$ cat src/rtl/kbd_scancode_queue.sv
// rtl/kbd_scancode_queue.sv - PS/2 set-2 prefix folder feeding a first-word-fall-through key event FIFO
module kbd_scancode_queue #(
    parameter int AW             = 4,
    parameter int PREFIX_TIMEOUT = 1000000
) (
    input  logic          clk,
    input  logic          reset,
    input  logic [7:0]    Keyboard_Data,
    input  logic          ready_pulse,
    input  logic          rd_en,
    input  logic          clr_ovf,
    output logic          key_valid,
    output logic [7:0]    key_code,
    output logic          key_ext,
    output logic          key_brk,
    output logic [AW:0]   count,
    output logic          overflow,
    output logic          kbd_err
);

    localparam int DEPTH = 1 << AW;
    localparam int TW    = $clog2(PREFIX_TIMEOUT + 1);
    localparam logic [AW:0]   FULL_CNT = (AW + 1)'(DEPTH);
    localparam logic [TW-1:0] TMO_LAST = TW'(PREFIX_TIMEOUT - 1);

    typedef enum logic [1:0] {IDLE, S_E0, S_F0, S_E0F0} state_t;

    state_t          state, state_nx;
    logic [TW-1:0]   tmo_cnt;
    logic            timed_out;
    logic            is_e0, is_f0, is_bad;
    logic            push_nx, err_set;
    logic [9:0]      ev_nx;
    logic            ev_push;
    logic [9:0]      ev_data;

    logic [9:0]      mem [DEPTH];
    logic [AW-1:0]   wr_ptr, rd_ptr;
    logic            empty, full, do_pop, do_push, drop;

    assign is_e0     = (Keyboard_Data == 8'hE0);
    assign is_f0     = (Keyboard_Data == 8'hF0);
    assign is_bad    = (Keyboard_Data == 8'h00) || (Keyboard_Data == 8'hFF);
    assign timed_out = (state != IDLE) && (tmo_cnt == TMO_LAST);

    always_ff @(posedge clk or negedge reset) begin
        if (!reset) state <= IDLE;
        else        state <= state_nx;
    end

    always_comb begin
        state_nx = state;
        if (ready_pulse) begin
            if (is_bad) begin
                state_nx = IDLE;
            end else begin
                case (state)
                    IDLE:    if (is_e0) state_nx = S_E0; else if (is_f0) state_nx = S_F0;
                    S_E0:    if (is_f0) state_nx = S_E0F0; else if (!is_e0) state_nx = IDLE;
                    S_F0:    if (is_e0) state_nx = S_E0; else if (!is_f0) state_nx = IDLE;
                    default: state_nx = IDLE;
                endcase
            end
        end else if (timed_out) begin
            state_nx = IDLE;
        end
    end

    // Any non-prefix, non-error byte closes the sequence; the flags come from the prefix state.
    always_comb begin
        push_nx = ready_pulse && !is_bad && !is_e0 && !is_f0;
        err_set = ready_pulse && is_bad;
        ev_nx   = {(state == S_E0) || (state == S_E0F0),
                   (state == S_F0) || (state == S_E0F0),
                   Keyboard_Data};
    end

    always_ff @(posedge clk or negedge reset) begin
        if (!reset) begin
            tmo_cnt <= '0;
            ev_push <= 1'b0;
            ev_data <= '0;
            kbd_err <= 1'b0;
        end else begin
            ev_push <= push_nx;
            ev_data <= ev_nx;
            if (err_set) kbd_err <= 1'b1;
            if (ready_pulse || state == IDLE || timed_out) tmo_cnt <= '0;
            else                                          tmo_cnt <= tmo_cnt + TW'(1);
        end
    end

    assign empty   = (count == '0);
    assign full    = (count == FULL_CNT);
    assign do_pop  = rd_en && !empty;
    assign do_push = ev_push && (!full || do_pop);
    assign drop    = ev_push && full && !do_pop;

    always_ff @(posedge clk) begin
        if (do_push) mem[wr_ptr] <= ev_data;
    end

    always_ff @(posedge clk or negedge reset) begin
        if (!reset) begin
            wr_ptr   <= '0;
            rd_ptr   <= '0;
            count    <= '0;
            overflow <= 1'b0;
        end else begin
            if (do_push) wr_ptr <= wr_ptr + AW'(1);
            if (do_pop)  rd_ptr <= rd_ptr + AW'(1);
            case ({do_push, do_pop})
                2'b10:   count <= count + (AW + 1)'(1);
                2'b01:   count <= count - (AW + 1)'(1);
                default: count <= count;
            endcase
            if (drop)         overflow <= 1'b1;
            else if (clr_ovf) overflow <= 1'b0;
        end
    end

    always_comb begin
        key_valid = !empty;
        {key_ext, key_brk, key_code} = empty ? 10'd0 : mem[rd_ptr];
    end

endmodule

$ cat config.mk
export PLATFORM = sky130hd
export DESIGN_NAME = kbd_scancode_queue
export DESIGN_NICKNAME = d
export VERILOG_FILES = /design/src/rtl/kbd_scancode_queue.sv
export SDC_FILE = /design/constraint.sdc
export NUM_CORES = 1
export LEC_CHECK = 0
export CORE_UTILIZATION = 60
export DETAILED_ROUTE_END_ITERATION = 6
export PLACE_DENSITY = 0.83
export SLEW_MARGIN = 15
export SYNTH_ARGS = -nofsm -noshare
export SYNTH_HDL_FRONTEND = slang
export SYNTH_SLANG_ARGS = --single-unit
$ cat constraint.sdc
create_clock -name clk -period 3.19 [get_ports clk]
set_clock_uncertainty 0.2 [all_clocks]
set_input_delay 0.4785 -clock clk [delete_from_list [all_inputs] [get_ports clk]]
set_output_delay 0.4785 -clock clk [all_outputs]
set_load 0.01 [all_outputs]
==> metrics.md, run 1 <==
| Metric | Value |
|---|---|
| Mapped Cells | `495` |
| Clk sink count | `208` |
| Setup CP Type | `flop to output pin` |
| Antenna Violating Nets Remaining | `0` |
| Largest net degree at the start of global routing | `41` |
| Nets | `574` |
| Num ports | `31` |
| Design area | `10080 um^2` |
| Vias in the first global route | `5056` |
| Psw | `2.576 mW` |
| Fin crit period | `3.119 ns` |
| Via count | `4820` |
| Initial core utilization | `61.33%` |
| Worst skew pair latency | `0.50 ns` |
| Fin worst setup slack | `0.07106 ns` |
| TritonCTS clock tree | `done` |
| Worst-Margin Slew | `0.7059 ns` |
| Cell repeated most along the worst path | `buf_12` |
| Fin crit share | `97.77%` |
| Setup TNS Final | `0 ns` |
| Rows | `43` |
| Synth top area share | `56.44%` |
| Asr flop ratio synth | `23.08%` |
| Dpl hpwl | `10860 um` |
| Initial antenna violation count | `0` |
| Ys flop type | `edfxtp_1` |
| Max-slew violations | `0` |
| Core Area | `13880 um^2` |
| H-tree Lvls | `1` |
| Combinational share of power | `31.3%` |
| Unrepaired setup endpoints after global routing | `no` |
| Drt wl/cell | `25.42 um` |
| First-pass GRT wire length | `29260 um` |
| Seq pwr share | `39.2%` |
| Max-Slew Margin vs Limit | `52.94%` |
| Place WS | `0.1626 ns` |
| Worst-path maximum fanout | `7` |
| Mean Syn Cell Area | `17.20 um^2` |
| DRC errors left | `0` |
| Pre-Repair DR Iteration Count | `5` |
| Slowest Stage Delay on Critical Path | `0.57 ns` |
| Critical-path cell list | `buf_12 > buf_12 > mux4_2 > mux2i_1 > o22ai_1 > dlygate4sd2_1` |
| Max Freq | `320.6 MHz` |
| Gr ovfl total | `0` |
| Die W | `121.1 um` |
| Diodes inserted | `0` |
| Die height | `121.1 um` |
| Clock power frac | `29.6%` |
| Synth area leader | `edfxtp_1` |
| Clock Pin Slew Worst Setup and Hold Paths | `0.06 ns` |
| Final Core Density | `72.63%` |
| Critical Path AT | `2.44 ns` |
| Critical path buffer and inverter count | `3` |
| Worst min-delay path category | `flop to flop` |
| Syn_nets | `515` |
| Full die area | `14670 um^2` |
| Count of cell types in the netlist | `53` |
| MaxCap Viol Count | `0` |
| Status | `complete, no violations` |
| Area post-placement | `9144 um^2` |
| Sw Share | `29.33%` |
| Crit-path leading delay family | `multiplexers` |
| Area growth syn-to-layout | `18.43%` |
| Int Pwr | `6.205 mW` |
| CTS Buf Count | `21` |
| DR iter-0 viols | `451` |
| Number of port buffers | `30` |
| Mapped cell area | `8513 um^2` |
| Share of cells above drive strength 1 | `22.14%` |
| Worst setup SP type | `flop` |
| Number of flops mapped to enable cells by yosys | `160` |
| Setup crit end kind | `output pin` |
| Slowest cell on crit path | `mux4_2` |
| VDD IR max | `0.0004798 V` |
| Register area share after synthesis | `70.55%` |
| Fin. Hold Viols | `0` |
| GPL Wtd Cong | `0.7933` |
| Largest cells by area after synthesis | `edfxtp_1 56%, dfrtp_1 14%, mux4_2 11%` |
| Root buf cell | `clkbuf_16` |
| Final setup viols | `0` |
| Via density | `6.435` |
| P_leak | `3.528 nW` |
| Routed Wire Length | `19040 um` |
| Worst path required time | `2.51 ns` |
| Clock Tree Buf Depth | `3` |
| Ys Warns | `0` |
| #FFs+latches synth | `208` |
| Pwr dens | `870.9 nW/um^2` |
| GRT Util Overall | `27.91%` |
through the flow:
stage / hold WS [ns] / total power, mW / std cells
after floorplan: -0.01709 / 4.952 / 495
after global placement: 0.2606 / 5.788 / 701
after detailed placement: 0.2664 / 5.905 / 701
after CTS: 0.2630 / 8.763 / 749
after global routing: 0.2706 / 9.073 / 749
final: 0.2789 / 8.781 / 749
sequential cells by signal (all words and copies together), names as in the netlist:
| signal | cells |
|---|---|
| ev_push | 1 |
| rd_ptr | 4 |
| mem | 160 |
| state | 2 |
| overflow | 1 |
| kbd_err | 1 |
| tmo_cnt | 20 |
| wr_ptr | 4 |
| count | 5 |
| ev_data | 10 |
placed cells by master (no fill, tap or decap), types with 6 or more instances in the layout:
master / count
nand3_1: 12
dfrtp_1: 46
edfxtp_1: 160
o22ai_1: 11
inv_1: 9
nand2_1: 15
nand4_1: 10
mux4_2: 40
buf_4: 23
dlygate4sd2_1: 10
a21oi_1: 6
clkdlybuf4s50_1: 19
mux2i_1: 17
clkbuf_1: 7
ha_1: 7
o21ai_0: 8
xnor2_1: 11
nor2_1: 24
xor2_1: 11
clkbuf_16: 21
and2_1: 9
synthesized netlist by cell type (all sizes together), types with 7 or more instances:
library cell and instances:
inv 9, nand2 16, nand4 10, ha 7, dfrtp 48, xnor2 11
xor2 11, a21oi 7, nand3 13, o21ai 10, and2 9, nor4 7
clkbuf 15, mux2i 22, mux4 40, edfxtp 160, nor2 24, buf 13
o22ai 11
worst paths after layout:
path | to | cells past startpoint | start | slack, ns
worst min-delay path | rd_ptr[3] | 1 | rd_ptr[3] | 0.28
max in group asynchronous | state[0] | 3 | reset | 1.70
min in group asynchronous | tmo_cnt[13] | 2 | reset | 0.36
worst min register to register | rd_ptr[3] | 1 | rd_ptr[3] | 0.28
worst max register to register | count[1] | 9 | count[3] | 0.30
worst max-delay path | key_code[5] | 6 | rd_ptr[0] | 0.07
cell type report:
cell class / instances / area, um^2
clock buffer: 31 / 593.1
tap: 180 / 225.2
inverter: 9 / 33.78
sequential: 208 / 6008
multi-input combinational: 251 / 2425
timing repair buffer: 63 / 659.4
fill: 794 / 3799
clock inverter: 7 / 137.6
metal layers:
layer | up-vias | part of all wire, % | wire (um) | GRT usage (%)
li1 | 2070 | - | - | -
met1 | 2485 | 37 | 7064 | 35.09
met2 | 229 | 52 | 9897 | 47.11
met3 | 36 | 7.5 | 1421 | 5.874
met4 | 0 | 3.5 | 658 | 12.04
met5 | - | 0 | 0 | 0
worst reg2reg max path, cell delays in order (launching register included):
cell and delay (ns):
dfrtp_2 0.45, or4_1 0.51, buf_4 0.20, o21ai_1 0.29, nor2_1 0.09, xor2_1 0.16, ha_1 0.32, a211oi_1 0.29
a211o_1 0.14, o211ai_1 0.10
repair_timing:
| action | CTS | global route |
|---|---|---|
| gates resized for setup | 26 | 0 |
| endpoints found under the hold margin | 30 | 0 |
| setup buffers | 5 | 0 |
| endpoints found under the setup margin | 10 | 0 |
| hold buffers | 1 | 0 |
power groups by stage:
| stage | clock network [mW] | registers, mW | logic (mW) |
|---|---|---|---|
| after floorplan | 0 | 3.37 | 1.58 |
| after global placement | 0 | 3.45 | 2.34 |
| after detailed placement | 0 | 3.49 | 2.42 |
| after CTS | 2.62 | 3.42 | 2.72 |
| after global routing | 2.73 | 3.47 | 2.88 |
| final | 2.60 | 3.44 | 2.74 |
cells by family after synthesis:
family | count (synthesis) | share of synthesized area (%)
multiplexers | 64 | 13.43
XOR/XNOR | 22 | 2.263
AND/OR/NAND/NOR | 113 | 7.319
adder cells (fa/ha/maj) | 7 | 1.029
flip-flops | 208 | 70.55
AO/OA/AOI/OAI | 44 | 3.439
buffers and inverters | 37 | 1.969
Power figures use the tool's default switching activity.
==> run 2, diff against run 1 <==
Settings changed: CORE_MARGIN set to 2.
==> run 2 against run 1 <==
- setup slack worse by 0.030 ns
- routed wire length is 3.4% lower
- combinational power hardly changed
- register-to-register slack better by 0.05 ns
- critical path depth stayed put
- final cell count is 1.3% higher
- cell area is 0.19% lower
- global-route usage is 2.2 points lower
- maximum frequency is 0.96% lower
- critical path type unchanged
- critical endpoint unchanged
- flip-flop and latch count stayed put
==> metrics.md, run 2 (synthesis results as in run 1) <==
| Metric | Value |
|---|---|
| Status | `complete, no violations` |
| Sequential cell area | `6008 um^2 (unchanged)` |
| Antenna Violating Nets Remaining | `0 (unchanged)` |
| Final Core Density | `72.50% (-0.14 points)` |
| Root buf cell | `clkbuf_16` |
| TritonCTS clock tree | `done` |
| Finished Layout Cells | `759 (+1.3%)` |
| Fin crit period | `3.149 ns (+0.03023 ns)` |
| GRT met3 Usage | `4.290% (-1.6 points)` |
| Critical-path cell list | `or4_1 > or2_4 > nand2b_4 > buf_4 > o22ai_1 > dlygate4sd2_1` |
| DR iter-0 viols | `377 (-16%)` |
| Nets | `584 (+1.7%)` |
| Setup crit end kind | `output pin` |
| Via count | `4766 (-1.1%)` |
| Largest register FFs | `160 (unchanged)` |
| Core Area | `13880 um^2 (unchanged)` |
| Largest net degree at the start of global routing | `41 (unchanged)` |
| Initial core utilization | `61.33% (unchanged)` |
| Met2 GRT Util | `46.17% (-0.94 points)` |
| Largest regs | `mem: 160 flops, tmo_cnt: 20 flops, ev_data: 10 flops` |
| Die height | `123.1 um (+1.7%)` |
| P_leak | `3.553 nW (+0.72%)` |
| Via density | `6.279 (-2.4%)` |
| VDD IR max | `0.0005249 V (+9.4%)` |
| Clock Pin Slew Worst Setup and Hold Paths | `0.06 ns (about the same)` |
| Placed Cells | `704 (+0.43%)` |
| MaxCap Viol Count | `0 (unchanged)` |
| Vias in the first global route | `4972 (-1.7%)` |
| Clk sink count | `208 (unchanged)` |
| Final setup viols | `0 (unchanged)` |
| Most Crowded Layer GR | `met2` |
| Worst setup SP type | `flop` |
| H-tree Lvls | `1 (unchanged)` |
| First-pass GRT wire length | `28290 um (-3.3%)` |
| Slowest cell on crit path | `or4_1` |
| GPL Wtd Cong | `0.8600 (+8.4%)` |
| Area growth syn-to-layout | `18.21%` |
| Dpl hpwl | `10670 um (-1.7%)` |
| Pre-Repair DR Iteration Count | `5 (unchanged)` |
| Drt wl/cell | `24.23 um (-4.7%)` |
| Worst path required time | `2.51 ns (about the same)` |
| Layout fillers | `824 (+3.8%)` |
| Most frequent cells in the layout | `160 x edfxtp_1, 46 x dfrtp_1, 40 x mux4_2` |
| CTS Buf Count | `21 (unchanged)` |
| Fin crit share | `98.72% (+0.95 points)` |
| Num ports | `31 (unchanged)` |
| Critical path buffer and inverter count | `2 (-1)` |
| Crit-path leading delay family | `simple AND/OR/NAND/NOR gates` |
| Clock Tree Buf Depth | `3 (unchanged)` |
| Largest Register | `mem` |
| Worst min-delay path category | `flop to flop` |
| Worst-Margin Slew | `0.8333 ns (+0.1273 ns)` |
| GRT Util Overall | `25.68% (-2.2 points)` |
| Pwr dens | `848.4 nW/um^2 (-2.6%)` |
| Diodes inserted | `0 (unchanged)` |
| Share of cells above drive strength 1 | `23.49% (+1.3 points)` |
| Worst-path maximum fanout | `7 (unchanged)` |
| Max Freq | `317.5 MHz (-0.96%)` |
| Place WS | `0.1950 ns (+0.03241 ns)` |
| Critical Path AT | `2.47 ns (+0.03 ns)` |
| Multi-input gate area | `2429 um^2 (+0.15%)` |
| Max-slew violations | `0 (unchanged)` |
| Routed Wire Length | `18390 um (-3.4%)` |
| Setup CP Type | `flop to output pin` |
| Die W | `123.1 um (+1.7%)` |
| Full die area | `15160 um^2 (+3.3%)` |
| Rows | `43 (unchanged)` |
| Fin worst setup slack | `0.04083 ns (-0.03023 ns)` |
| Commonest non-fill, non-tap cell in the layout | `edfxtp_1` |
| Worst skew pair latency | `0.49 ns (about the same)` |
| Max-Slew Margin vs Limit | `44.45% (-8.5 points)` |
| Initial antenna violation count | `0 (unchanged)` |
| DRC errors left | `0 (unchanged)` |
| Fin. Hold Viols | `0 (unchanged)` |
| Gr ovfl total | `0 (unchanged)` |
| Slowest Stage Delay on Critical Path | `0.51 ns (-0.06 ns)` |
| Met1 Resource Use GR | `32.36% (-2.7 points)` |
| Number of port buffers | `30 (unchanged)` |
| Total power | `8.537 mW (-2.8%)` |
-- run 2: cell count changes in the layout (fill, tap and decap cells not counted), sizes merged --
| cell | change |
|---|---|
| dlygate4sd2 | -4 |
| dlymetal6s2s | +4 |
| clkbuf | -7 |
| inv | +2 |
| clkinv | +5 |
| bufinv | -2 |
| buf | +11 |
| clkinvlp | +2 |
| nand2b | -1 |
-- run 2: worst register-to-register path: stages (launching register included) --
cell,delay (ns)
dfrtp_2,0.45
or4_1,0.51
buf_4,0.20
o21ai_1,0.29
nor2_1,0.09
xor2_1,0.16
ha_1,0.32
a211oi_1,0.27
a211o_1,0.14
o211ai_1,0.10
-- run 2: per-stage QoR --
step	hold WS [ns]	area [um^2]	setup TNS [ns]
2_1_floorplan	-0.01709	8513	0
3_3_place_gp	0.2602	9166	0
3_5_place_dp	0.2659	9166	0
4_1_cts	0.2825	9938	-0.07839
5_1_grt	0.3022	10060	-0.04886
6_report	0.2792	10060	0
-- run 2: per-layer routing --
layer,vias up,share of wire [%]
met5,-,0
met4,0,2.1
met3,33,6.5
met2,180,54
met1,2470,37
li1,2083,-
-- run 2: report_power, final --
| part | total, mW | internal [mW] | switching, mW |
|---|---|---|---|
| sequential | 3.45 | 3.21 | 0.236 |
| combinational | 2.73 | 1.41 | 1.32 |
| clock | 2.36 | 1.38 | 0.981 |
| total | 8.54 | 6.00 | 2.54 |
-- run 2: repair_timing --
action | CTS | global route
setup buffers | 2 | 13
pin swaps | 0 | 1
gates cloned | 1 | 0
endpoints found under the hold margin | 35 | 0
gates resized for setup | 20 | 8
endpoints found under the setup margin | 10 | 4
hold buffers | 1 | 0
-- run 2: worst paths after layout --
kind,start,end,slack (ns),depth (start not counted)
min in group asynchronous,reset,tmo_cnt[6],0.43,2
max reg2reg,count[3],count[1],0.35,9
min reg2reg,kbd_err,kbd_err,0.28,1
max in group asynchronous,reset,count[3],1.71,3
max,count[3],key_code[5],0.04,6
min,kbd_err,kbd_err,0.28,1
-- run 2: final cells by class --
class	instances	area share, %
Sequential cell	208	59.70
Multi-Input combinational cell	250	24.13
Timing Repair Buffer	74	6.950
Clock buffer	24	5.334
Tap cell	180	2.238
Clock inverter	14	1.305
Inverter	9	0.3357
